**src/rtl/rv_instr_encoder_if.sv**
```systemverilog
// Field-bundle handshake between a program source and the instruction encoder.
// The source drives the decoded fields plus in_valid; the encoder answers with in_ready.
interface rv_instr_encoder_if;
  logic        in_valid;
  logic        in_ready;
  logic [2:0]  fmt;
  logic [6:0]  op;
  logic [2:0]  funct3;
  logic        funct7b5;
  logic [4:0]  rd;
  logic [4:0]  rs1;
  logic [4:0]  rs2;
  logic [31:0] imm;

  modport master (
    output in_valid, fmt, op, funct3, funct7b5, rd, rs1, rs2, imm,
    input  in_ready
  );

  modport slave (
    input  in_valid, fmt, op, funct3, funct7b5, rd, rs1, rs2, imm,
    output in_ready
  );
endinterface

```
**src/rtl/rv_instr_encoder.sv**
```systemverilog
// RV32 instruction encoder / program loader.
// Packs field bundles into 32-bit instruction words and streams them into
// consecutive instruction-memory words, one per cycle, during a load session.
module rv_instr_encoder #(
  parameter int ADDR_W = 6
) (
  input  logic              clk,
  input  logic              reset,
  input  logic              start,
  input  logic              finish,
  rv_instr_encoder_if.slave bus,
  output logic              mem_we,
  output logic [ADDR_W-1:0] mem_addr,
  output logic [31:0]       mem_wdata,
  output logic [ADDR_W:0]   count,
  output logic              busy,
  output logic              full,
  output logic              err
);

  localparam logic [ADDR_W:0] DEPTH = {1'b1, {ADDR_W{1'b0}}};
  localparam logic [ADDR_W:0] LAST  = DEPTH - 1'b1;
  localparam logic [31:0]     NOP   = 32'h0000_0013;

  localparam logic [2:0] FMT_I = 3'b000;
  localparam logic [2:0] FMT_S = 3'b001;
  localparam logic [2:0] FMT_B = 3'b010;
  localparam logic [2:0] FMT_J = 3'b011;
  localparam logic [2:0] FMT_U = 3'b100;
  localparam logic [2:0] FMT_R = 3'b101;

  typedef enum logic [1:0] {
    IDLE = 2'd0,
    LOAD = 2'd1,
    FULL = 2'd2
  } state_t;

  state_t state;
  state_t next_state;

  logic [ADDR_W-1:0] ptr;
  logic [ADDR_W:0]   cnt;
  logic              err_q;
  logic              vld_p0;
  logic              last_p0;
  logic              vld_p1;
  logic [ADDR_W-1:0] addr_p1;
  logic [31:0]       wdata_p1;

  // Formats 110 and 111 have no encoding; they are written as a NOP.
  function automatic logic is_illegal(input logic [2:0] f);
    return f[2] & f[1];
  endfunction

  // Word counter that holds once the memory has been filled.
  function automatic logic [ADDR_W:0] sat_inc(input logic [ADDR_W:0] c);
    return (c == DEPTH) ? c : c + 1'b1;
  endfunction

  // Field packing; B/J immediates are byte offsets so bit 0 is dropped.
  function automatic logic [31:0] encode(
    input logic [2:0]  f,
    input logic [6:0]  o,
    input logic [2:0]  f3,
    input logic        f7b5,
    input logic [4:0]  d,
    input logic [4:0]  s1,
    input logic [4:0]  s2,
    input logic [31:0] im
  );
    logic [31:0] w;
    w = NOP;
    case (f)
      FMT_R:   w = {1'b0, f7b5, 5'b0, s2, s1, f3, d, o};
      FMT_I:   w = {im[11:0], s1, f3, d, o};
      FMT_S:   w = {im[11:5], s2, s1, f3, im[4:0], o};
      FMT_B:   w = {im[12], im[10:5], s2, s1, f3, im[4:1], im[11], o};
      FMT_J:   w = {im[20], im[10:1], im[11], im[19:12], d, o};
      FMT_U:   w = {im[31:12], d, o};
      default: w = NOP;
    endcase
    return w;
  endfunction

  // Stage p0: handshake acceptance of the incoming bundle
  assign bus.in_ready = (state == LOAD);
  assign vld_p0       = bus.in_valid & (state == LOAD);
  assign last_p0      = vld_p0 & (cnt == LAST);

  // Session state register.
  always_ff @(posedge clk or posedge reset) begin
    if (reset) begin
      state <= IDLE;
    end else begin
      state <= next_state;
    end
  end

  // Next-state logic; start always wins, finish beats the fill-up transition.
  always_comb begin
    next_state = state;
    case (state)
      IDLE: begin
        if (start) next_state = LOAD;
      end
      LOAD: begin
        if (start)        next_state = LOAD;
        else if (finish)  next_state = IDLE;
        else if (last_p0) next_state = FULL;
      end
      FULL: begin
        if (start)       next_state = LOAD;
        else if (finish) next_state = IDLE;
      end
      default: next_state = IDLE;
    endcase
  end

  // Write pointer, word count and sticky illegal-format flag.
  always_ff @(posedge clk or posedge reset) begin
    if (reset) begin
      ptr   <= '0;
      cnt   <= '0;
      err_q <= 1'b0;
    end else if (start) begin
      ptr   <= '0;
      cnt   <= '0;
      err_q <= 1'b0;
    end else if (vld_p0) begin
      ptr <= ptr + 1'b1;
      cnt <= sat_inc(cnt);
      if (is_illegal(bus.fmt)) err_q <= 1'b1;
    end
  end

  // Stage p1: registered memory write port, one cycle after acceptance
  always_ff @(posedge clk or posedge reset) begin
    if (reset) begin
      vld_p1   <= 1'b0;
      addr_p1  <= '0;
      wdata_p1 <= '0;
    end else begin
      vld_p1 <= vld_p0;
      if (vld_p0) begin
        addr_p1  <= ptr;
        wdata_p1 <= encode(bus.fmt, bus.op, bus.funct3, bus.funct7b5,
                           bus.rd, bus.rs1, bus.rs2, bus.imm);
      end
    end
  end

  assign mem_we    = vld_p1;
  assign mem_addr  = addr_p1;
  assign mem_wdata = wdata_p1;
  assign count     = cnt;
  assign err       = err_q;
  assign busy      = (state != IDLE);
  assign full      = (state == FULL);

endmodule

```
**src/flat_wrapper.sv**
```systemverilog
// flat-port wrapper written by rule: the top's interface ports become plain ports
module rv_instr_encoder_flat 
#(
  parameter int ADDR_W = 6
)
  (clk, reset, start, finish, mem_we, mem_addr, mem_wdata, count, busy, full, err, bus_in_valid, bus_fmt, bus_op, bus_funct3, bus_funct7b5, bus_rd, bus_rs1, bus_rs2, bus_imm, bus_in_ready);
  rv_instr_encoder_if bus_i ();
  input  logic clk;
  input  logic reset;
  input  logic start;
  input  logic finish;
  output logic mem_we;
  output logic [ADDR_W-1:0] mem_addr;
  output logic [31:0] mem_wdata;
  output logic [ADDR_W:0] count;
  output logic busy;
  output logic full;
  output logic err;
  input wire logic [$bits(bus_i.in_valid)-1:0] bus_in_valid;
  input wire logic [$bits(bus_i.fmt)-1:0] bus_fmt;
  input wire logic [$bits(bus_i.op)-1:0] bus_op;
  input wire logic [$bits(bus_i.funct3)-1:0] bus_funct3;
  input wire logic [$bits(bus_i.funct7b5)-1:0] bus_funct7b5;
  input wire logic [$bits(bus_i.rd)-1:0] bus_rd;
  input wire logic [$bits(bus_i.rs1)-1:0] bus_rs1;
  input wire logic [$bits(bus_i.rs2)-1:0] bus_rs2;
  input wire logic [$bits(bus_i.imm)-1:0] bus_imm;
  output wire logic [$bits(bus_i.in_ready)-1:0] bus_in_ready;
  assign bus_i.in_valid = bus_in_valid;
  assign bus_i.fmt = bus_fmt;
  assign bus_i.op = bus_op;
  assign bus_i.funct3 = bus_funct3;
  assign bus_i.funct7b5 = bus_funct7b5;
  assign bus_i.rd = bus_rd;
  assign bus_i.rs1 = bus_rs1;
  assign bus_i.rs2 = bus_rs2;
  assign bus_i.imm = bus_imm;
  assign bus_in_ready = bus_i.in_ready;
  rv_instr_encoder #(.ADDR_W(ADDR_W)) u_core (.clk(clk), .reset(reset), .start(start), .finish(finish), .bus(bus_i), .mem_we(mem_we), .mem_addr(mem_addr), .mem_wdata(mem_wdata), .count(count), .busy(busy), .full(full), .err(err));
endmodule
```
**config.mk**
```make
export PLATFORM = sky130hd
export DESIGN_NAME = rv_instr_encoder_flat
export DESIGN_NICKNAME = d
export VERILOG_FILES = /design/src/rtl/rv_instr_encoder_if.sv /design/src/rtl/rv_instr_encoder.sv /design/src/flat_wrapper.sv
export SDC_FILE = /design/constraint.sdc
export NUM_CORES = 1
export LEC_CHECK = 0
export ABC_AREA = 0
export CORE_MARGIN = 8
export CORE_UTILIZATION = 47
export CTS_CLUSTER_SIZE = 8
export DETAILED_ROUTE_END_ITERATION = 12
export PLACE_DENSITY = 0.95
export SLEW_MARGIN = 20
export SYNTH_ARGS = -nofsm -noshare
export SYNTH_HDL_FRONTEND = slang
export SYNTH_SLANG_ARGS = --single-unit
```
**constraint.sdc**
```tcl
create_clock -name clk -period 3.2 [get_ports clk]
set_clock_uncertainty 0.15 [all_clocks]
set_input_delay 0.48 -clock clk [delete_from_list [all_inputs] [get_ports clk]]
set_output_delay 0.48 -clock clk [all_outputs]
set_load 0.01 [all_outputs]
```
==> results of run 1 <==
## cells by family after synthesis
group / Yosys count / share of synthesized area, %
compound gates: 96 / 22.8
xor+xnor: 10 / 2.98
fa+ha+maj: 3 / 1.28
buf+inv: 32 / 5.88
flops: 55 / 46.9
mux: 14 / 4.81
simple gates: 97 / 15.4
## where the power goes
group	switching (µW)	internal [µW]	leakage (µW)
sequential	46.4	765	0.000688
clock	211	154	0.0000422
combinational	222	270	0.00103
total	479	1190	0.00176
## Yosys cell counts, types with 2 or more instances
| library cell | count | area [µm²] |
|---|---|---|
| sky130_fd_sc_hd__dfrtp_1 | 55 | 1380 |
| sky130_fd_sc_hd__nand2_1 | 42 | 158 |
| sky130_fd_sc_hd__nor2_1 | 33 | 124 |
| sky130_fd_sc_hd__a21oi_1 | 31 | 155 |
| sky130_fd_sc_hd__a22oi_1 | 17 | 128 |
| sky130_fd_sc_hd__buf_2 | 13 | 65.1 |
| sky130_fd_sc_hd__mux2i_1 | 13 | 130 |
| sky130_fd_sc_hd__o21a_1 | 9 | 67.6 |
| sky130_fd_sc_hd__o221ai_1 | 9 | 78.8 |
| sky130_fd_sc_hd__a221oi_1 | 8 | 70.1 |
| sky130_fd_sc_hd__a211oi_1 | 6 | 45.0 |
| sky130_fd_sc_hd__xor2_1 | 6 | 52.6 |
| sky130_fd_sc_hd__clkbuf_1 | 5 | 18.8 |
| sky130_fd_sc_hd__inv_1 | 5 | 18.8 |
| sky130_fd_sc_hd__nand3_1 | 5 | 25.0 |
| sky130_fd_sc_hd__o21ai_0 | 5 | 25.0 |
| sky130_fd_sc_hd__a211o_1 | 4 | 35.0 |
| sky130_fd_sc_hd__nand4_1 | 4 | 25.0 |
| sky130_fd_sc_hd__xnor2_1 | 4 | 35.0 |
| sky130_fd_sc_hd__buf_4 | 3 | 22.5 |
| sky130_fd_sc_hd__ha_1 | 3 | 37.5 |
| sky130_fd_sc_hd__a31oi_1 | 2 | 12.5 |
| sky130_fd_sc_hd__buf_1 | 2 | 7.51 |
| sky130_fd_sc_hd__nor2b_1 | 2 | 12.5 |
## final cells by class
cell class	count	share of cell area, %
clock inverter	1	0.120
inverter	7	0.657
multi-input combinational	220	33.1
sequential	55	32.9
tap	77	2.30
clock buffer	7	1.82
timing repair buffer	124	29.1
## worst max-delay path: stages
cell,delay (ns)
sky130_fd_sc_hd__clkdlybuf4s50_1,0.83
sky130_fd_sc_hd__inv_1,0.37
sky130_fd_sc_hd__a22oi_1,0.28
sky130_fd_sc_hd__o221ai_1,0.17
sky130_fd_sc_hd__o21a_1,0.17
## per-layer routing
metal	vias up	wire length [µm]	GRT usage [%]
met3	13	871	6.06
met5	-	0	0
met1	1346	3380	22.9
met4	0	148	5.72
met2	134	4310	33.0
li1	1321	-	-
## flip-flops by register name, summed over array words and instances, names as in the netlist
register          cells
u_core.mem_wdata     32
u_core.count          7
u_core.mem_addr       6
u_core.ptr            6
u_core.state          2
u_core.err            1
u_core.mem_we         1
## how the worst max path moves through the flow
| stage | startpoint | endpoint | depth (start not counted) |
|---|---|---|---|
| after floorplan | reset | u_core.count[0] | 1 |
| after global placement | bus_fmt[0] | u_core.mem_wdata[15] | 5 |
| after detailed placement | bus_fmt[0] | u_core.mem_wdata[15] | 5 |
| after CTS | bus_fmt[0] | u_core.mem_wdata[15] | 5 |
| after global routing | bus_fmt[0] | u_core.mem_wdata[23] | 5 |
| final | bus_fmt[0] | u_core.mem_wdata[15] | 5 |
## metrics by stage
stage / cell area [µm²] / setup slack, ns
after CTS: 4190 / 0.964
final: 4190 / 0.940
after global routing: 4190 / 0.840
after detailed placement: 4110 / 0.648
after floorplan: 2940 / 1.23
after global placement: 4110 / 0.798
==> impl_summary.txt, run 1 <==
----------------------------------------------------
[Timing]
  Total Negative Setup Slacks ... 0 ns
  Max Fclk ... 0.443 GHz
  Worst Tran Pin Value ... 0.646 ns
  Slew Limit Fails ... 0
  Setup violation total in the final timing report ... 0
  Min Hold Slack ... around 0.33 ns
  Setup repair after global routing missed its margin ... no
  Final hold violation count ... 0
  Relative slew slack ... between 50% and 60%
  Shortest clock period the worst path allows after layout ... 2.26 ns
  Period Utilization, post-route ... between 70% and 80%

[Route]
  Average wire length per cell after detail routing ... ~18 µm
  Detailed-route vias per instance ... ~5.7
  Drc violations ... 0
  Detail Route Antenna Nets ... 0
  Number of design-rule violations left by the first detailed-router iteration ... 120
  Wirelength, routed ... 8710 µm
  First-pass detailed-route iteration total ... 4
  Vias after detailed routing ... around 2800

[Finish]
  Filler instances ... a little under 500
  Area taken by flip-flops and latches ... about 1400 µm²
  Nets ... about 480
  Multi-input combinational cell area ... 1390 µm²
  Count of inserted antenna diode cells ... 0
  Fin util ... roughly 67%
  Leading cell type in the layout, fill and taps excluded ... sky130_fd_sc_hd__clkdlybuf4s50_1
  Filler-free cell count of the finished design ... ~490
  Area growth, synth to finish ... 42.6%
  Leading cell types in the layout, fill and taps excluded ... 115 x sky130_fd_sc_hd__clkdlybuf4s50_1, 55 x sky130_fd_sc_hd__dfrtp_1, 42 x sky130_fd_sc_hd__nand2_1
  Layout cell share with drive strength beyond 1 ... roughly 6.5%

[Setup path]
  Worst path arrival time ... around 2.3 ns
  Internal reg-to-reg setup slack ... 1.33 ns
  Kind of start point of the critical path ... primary input
  Number of cells traversed by the worst register-to-register path ... 5
  Worst endpoint required time ... 3.24 ns
  Type of element capturing the critical path ... register
  Reg-to-reg critical path endpoint ... u_core.mem_wdata[11]
  Worst-path fanout max ... 14
  Category of the critical setup timing path ... primary input to register
  Start of the worst register-to-register path ... u_core.state[0]

[Yosys]
  Post-synthesis cell type count ... between 40 and 50
  Avg Cell Area, Syn ... 9.57 µm²
  Synth warn ... 0
  Net Count, Synth ... 376
  Total of flip-flops plus latches after synthesis ... 55
  Synthesized instance count ... 307
  Share of flip-flops with an asynchronous set or reset ... between 90% and 100%
  Main synth FF type ... sky130_fd_sc_hd__dfrtp_1
  Cell area after technology mapping ... around 3000 µm²
  Number of flops mapped to enable cells by yosys ... 0
  Share of synthesized area occupied by flip-flops and latches ... a little under half

[Clock network]
  Quantity of gates resized following cts ... 0
  Maximum root-to-sink buffer count ... 2
  Post-cts hold buffer count ... 0
  TritonCTS clock tree ... done
  Clock net sink count ... 55
  Number of buffers inserted during clock tree synthesis ... 5
  CTS Root Cell ... sky130_fd_sc_hd__clkbuf_8
  Post-CTS clock slew at the launch and capture registers of the worst setup and hold paths ... around 0.090 ns
  Setup Fix Bufs, Post-CTS ... 0
  Skew-Pair Late Insertion Delay ... approximately 0.3 ns
  H-tree lvl count ... 2

[Min path]
  Worst hold path endpoint ... u_core.mem_wdata[3]
  Hold Path Stages ... 2
  Path type of the worst min-delay path ... register to register
  Launch instance of the worst min-delay path ... u_core.mem_wdata[3]

[GRT]
  Grt ovf ... 0
  Antenna violations before repair ... 0
  GRT Util Overall ... 19.4%
  Largest net degree at the start of global routing ... 39
  Wire length of the first global-routing pass ... 13800 µm
  Number of global-route vias before repair ... between 2000 and 3000

[Placement]
  HPWL after detailed placement ... roughly 6700 µm
  Count of buffers from port buffering ... around 120
  Dpl cells ... 483
  GP Congestion ... roughly 0.85

[Floorplanning]
  Initial standard-cell utilization of the core ... between 40 and 50%
  Number of top-level pins ... 116
  Die Span Y ... around 95 µm
  Rows ... 29
  DIE AREA ... approximately 9000 µm²
  Total core area ... 6200 µm²
  Horizontal extent of the die ... approximately 95 µm

[Pwr]
  Leakage power summed over all cells ... about 0.0018 µW
  Power density normalized to cell area ... 398 nW/µm²
  Maximum VDD drop ... between 0.2 and 0.25 mV
  Total power consumption of the routed design ... 1670 µW

[Run]
  Max-capacitance violation count ... 0

[Status]
  Outcome ... complete, no violations

----------------------------------------------------
No activity file was read; power rests on OpenSTA's default activity.
==> run 2: changes to the inputs <==
- CORE_UTILIZATION: 47 -> 44
- PLACE_DENSITY: 0.95 -> 0.93
- clock period: 3.2 -> 2.2 ns (I/O delays scaled with it)
==> run 2 against run 1 <==
Final cell count up 1.2%. Final area increased by 2.0%. Via count decreased by 1.0%. Die area up 5.7%. Register-to-register slack worse by 0.77 ns. Global-route usage down 0.84 points. Power grew 50%. Critical path depth is 3 lower. Clock power up 61%. Combinational power is 49% higher. Sequential share of layout area decreased by 0.65 points. Sequential power increased by 45%. Largest power group unchanged.
==> impl_summary.txt, run 2 (synthesized netlist as in run 1, its figures left out) <==
----------------------------------------------------
[GRT]
  Grt ovf ... 0 (unchanged)
  Largest net degree at the start of global routing ... 33 (-15%)
  Antenna violations before repair ... 0 (unchanged)
  Number of global-route vias before repair ... 2939 (+6.3%)
  GRT Util Overall ... 18.5% (-0.84 points)
  Wire length of the first global-routing pass ... 14900 µm (+7.9%)

[Setup path]
  Worst endpoint required time ... 1.72 ns (-1.52 ns)
  Start of the worst register-to-register path ... u_core.state[1]
  Type of element capturing the critical path ... output pin
  Category of the critical setup timing path ... register to output pin
  Reg-to-reg critical path endpoint ... u_core.state[1]
  Internal reg-to-reg setup slack ... 0.56 ns (-0.77 ns)
  Number of cells traversed by the worst register-to-register path ... 5 (unchanged)
  Worst path arrival time ... 1.56 ns (-0.74 ns)
  Kind of start point of the critical path ... register
  Worst-path fanout max ... 7 (-7)

[Finish]
  Leading cell types in the layout, fill and taps excluded ... 115 x sky130_fd_sc_hd__clkdlybuf4s50_1, 55 x sky130_fd_sc_hd__dfrtp_1, 42 x sky130_fd_sc_hd__nand2_1
  Area growth, synth to finish ... 45.5%
  Fin util ... 66.9% (-0.59 points)
  Count of inserted antenna diode cells ... 0 (unchanged)
  Nets ... 488 (+1.2%)
  Max reg flops ... 32 (unchanged)
  Layout cell share with drive strength beyond 1 ... 8.33% (+1.8 points)
  Leading cell type in the layout, fill and taps excluded ... sky130_fd_sc_hd__clkdlybuf4s50_1
  Filler instances ... 507 (+5.2%)

[Timing]
  Setup repair after global routing missed its margin ... no
  Slew Limit Fails ... 0 (unchanged)
  Final hold violation count ... 0 (unchanged)
  Worst Tran Pin Value ... 0.549 ns (-0.0963 ns)
  Total Negative Setup Slacks ... 0 ns (unchanged)
  Max Fclk ... ~0.49 GHz
  Setup violation total in the final timing report ... 0 (unchanged)
  Shortest clock period the worst path allows after layout ... between 2 and 2.5 ns
  Relative slew slack ... 63.3% (+6.5 points)
  Period Utilization, post-route ... between 90% and 100%

[Clock network]
  Setup Fix Bufs, Post-CTS ... 0 (unchanged)
  H-tree lvl count ... 2 (unchanged)
  Post-CTS clock slew at the launch and capture registers of the worst setup and hold paths ... 0.11 ns (+0.02 ns)
  Post-cts hold buffer count ... 0 (unchanged)
  Clock net sink count ... 55 (unchanged)
  Skew-Pair Late Insertion Delay ... 0.31 ns (about the same)
  CTS Root Cell ... sky130_fd_sc_hd__clkbuf_8
  TritonCTS clock tree ... done
  Quantity of gates resized following cts ... 0 (unchanged)
  Maximum root-to-sink buffer count ... 2 (unchanged)
  Number of buffers inserted during clock tree synthesis ... 5 (unchanged)

[Route]
  Wirelength, routed ... 8850 µm (+1.5%)
  Drc violations ... 0 (unchanged)
  Average wire length per cell after detail routing ... 17.8 µm (+0.32%)
  Vias after detailed routing ... 2785 (-1.0%)
  Number of design-rule violations left by the first detailed-router iteration ... 77 (-36%)
  Detailed-route vias per instance ... 5.60 (-2.2%)
  Detail Route Antenna Nets ... 0 (unchanged)
  First-pass detailed-route iteration total ... 4 (unchanged)

[Run]
  Max-capacitance violation count ... 0 (unchanged)

[Placement]
  GP Congestion ... 0.814 (-4.7%)
  Count of buffers from port buffering ... 115 (unchanged)
  HPWL after detailed placement ... 6840 µm (+2.2%)

[Floorplanning]
  Die Span Y ... 97.7 µm (+2.8%)
  Horizontal extent of the die ... 97.7 µm (+2.8%)
  Rows ... 29 (unchanged)
  Number of top-level pins ... 116 (unchanged)
  Total core area ... 6390 µm² (+2.9%)
  Initial standard-cell utilization of the core ... 46.0% (-1.3 points)
  DIE AREA ... 9540 µm² (+5.7%)

[Pwr]
  Power density normalized to cell area ... 584 nW/µm² (+47%)
  Switching power summed over all nets ... 744 µW (+55%)
  Internal power ... 1750 µW (+47%)
  Leakage power summed over all cells ... 0.00180 µW (+2.4%)
  Clock network fraction of total power ... 23.5% (+1.6 points)
  Switching part of the total ... 29.8% (+1.1 points)
  Total power consumption of the routed design ... 2500 µW (+50%)
  Share of total power in combinational logic ... 29.4% (about the same)
  Maximum VDD drop ... 0.391 mV (+78%)
  Sequential power share ... 47.2% (-1.4 points)

[Min path]
  Path type of the worst min-delay path ... primary input to asynchronous set/reset pin

[Status]
  Outcome ... complete, no violations

----------------------------------------------------
run 2: changes by cell type in the layout (fill, tap and decap cells not counted), sizes merged:
cell / delta
inv: +1
buf: +6
clkinvlp: +1
clkbuf: -2
run 2: through the flow:
stage                     hold WS, ns  instance area, µm²  std cells  setup WS (ns)
final                           0.230                4270        497          0.160
after CTS                       0.234                4270        497          0.142
after floorplan                 0.309                2940        307          0.377
after global placement          0.298                4180        489          0.203
after global routing            0.283                4270        497         0.0923
after detailed placement        0.311                4180        489         0.0841
run 2: cell type report:
cell class                      count  area (µm²)  share of cell area (%)
Clock buffer                        5        68.8                    1.61
Multi-Input combinational cell    220        1390                    32.5
Tap cell                           77        96.3                    2.25
Inverter                            7        27.5                   0.644
Sequential cell                    55        1380                    32.2
Clock inverter                      3        27.5                   0.644
Timing Repair Buffer              130        1290                    30.2
run 2: how the worst max path moves through the flow:
| stage | start | cells after the start | to | slack, ns |
|---|---|---|---|---|
| 3_5_place_dp | bus_fmt[0] | 5 | u_core.mem_wdata[22] | 0.08 |
| 5_1_grt | u_core.state[0] | 2 | busy | 0.09 |
| 2_1_floorplan | reset | 1 | u_core.count[0] | 0.38 |
| 4_1_cts | u_core.state[0] | 2 | busy | 0.14 |
| 3_3_place_gp | bus_fmt[0] | 5 | u_core.mem_wdata[23] | 0.20 |
| 6_report | u_core.state[0] | 2 | busy | 0.16 |
run 2: metal layers:
layer	track usage (%)	wire, µm
met1	22.9	3740
met3	6.26	735
met2	30.6	4290
met4	3.38	83
met5	0	0
run 2: power by group through the flow:
stage | clock network [µW] | registers (µW) | logic (µW)
2_1_floorplan | 0 | 1240 | 272
3_3_place_gp | 0 | 1190 | 722
3_5_place_dp | 0 | 1200 | 738
4_1_cts | 606 | 1180 | 741
5_1_grt | 651 | 1190 | 798
6_report | 586 | 1180 | 733
run 2: worst max-delay path: stages (launching register included):
cell and delay, ns:
sky130_fd_sc_hd__dfrtp_1 0.48, sky130_fd_sc_hd__or2_2 0.30, sky130_fd_sc_hd__clkdlybuf4s50_1 0.48
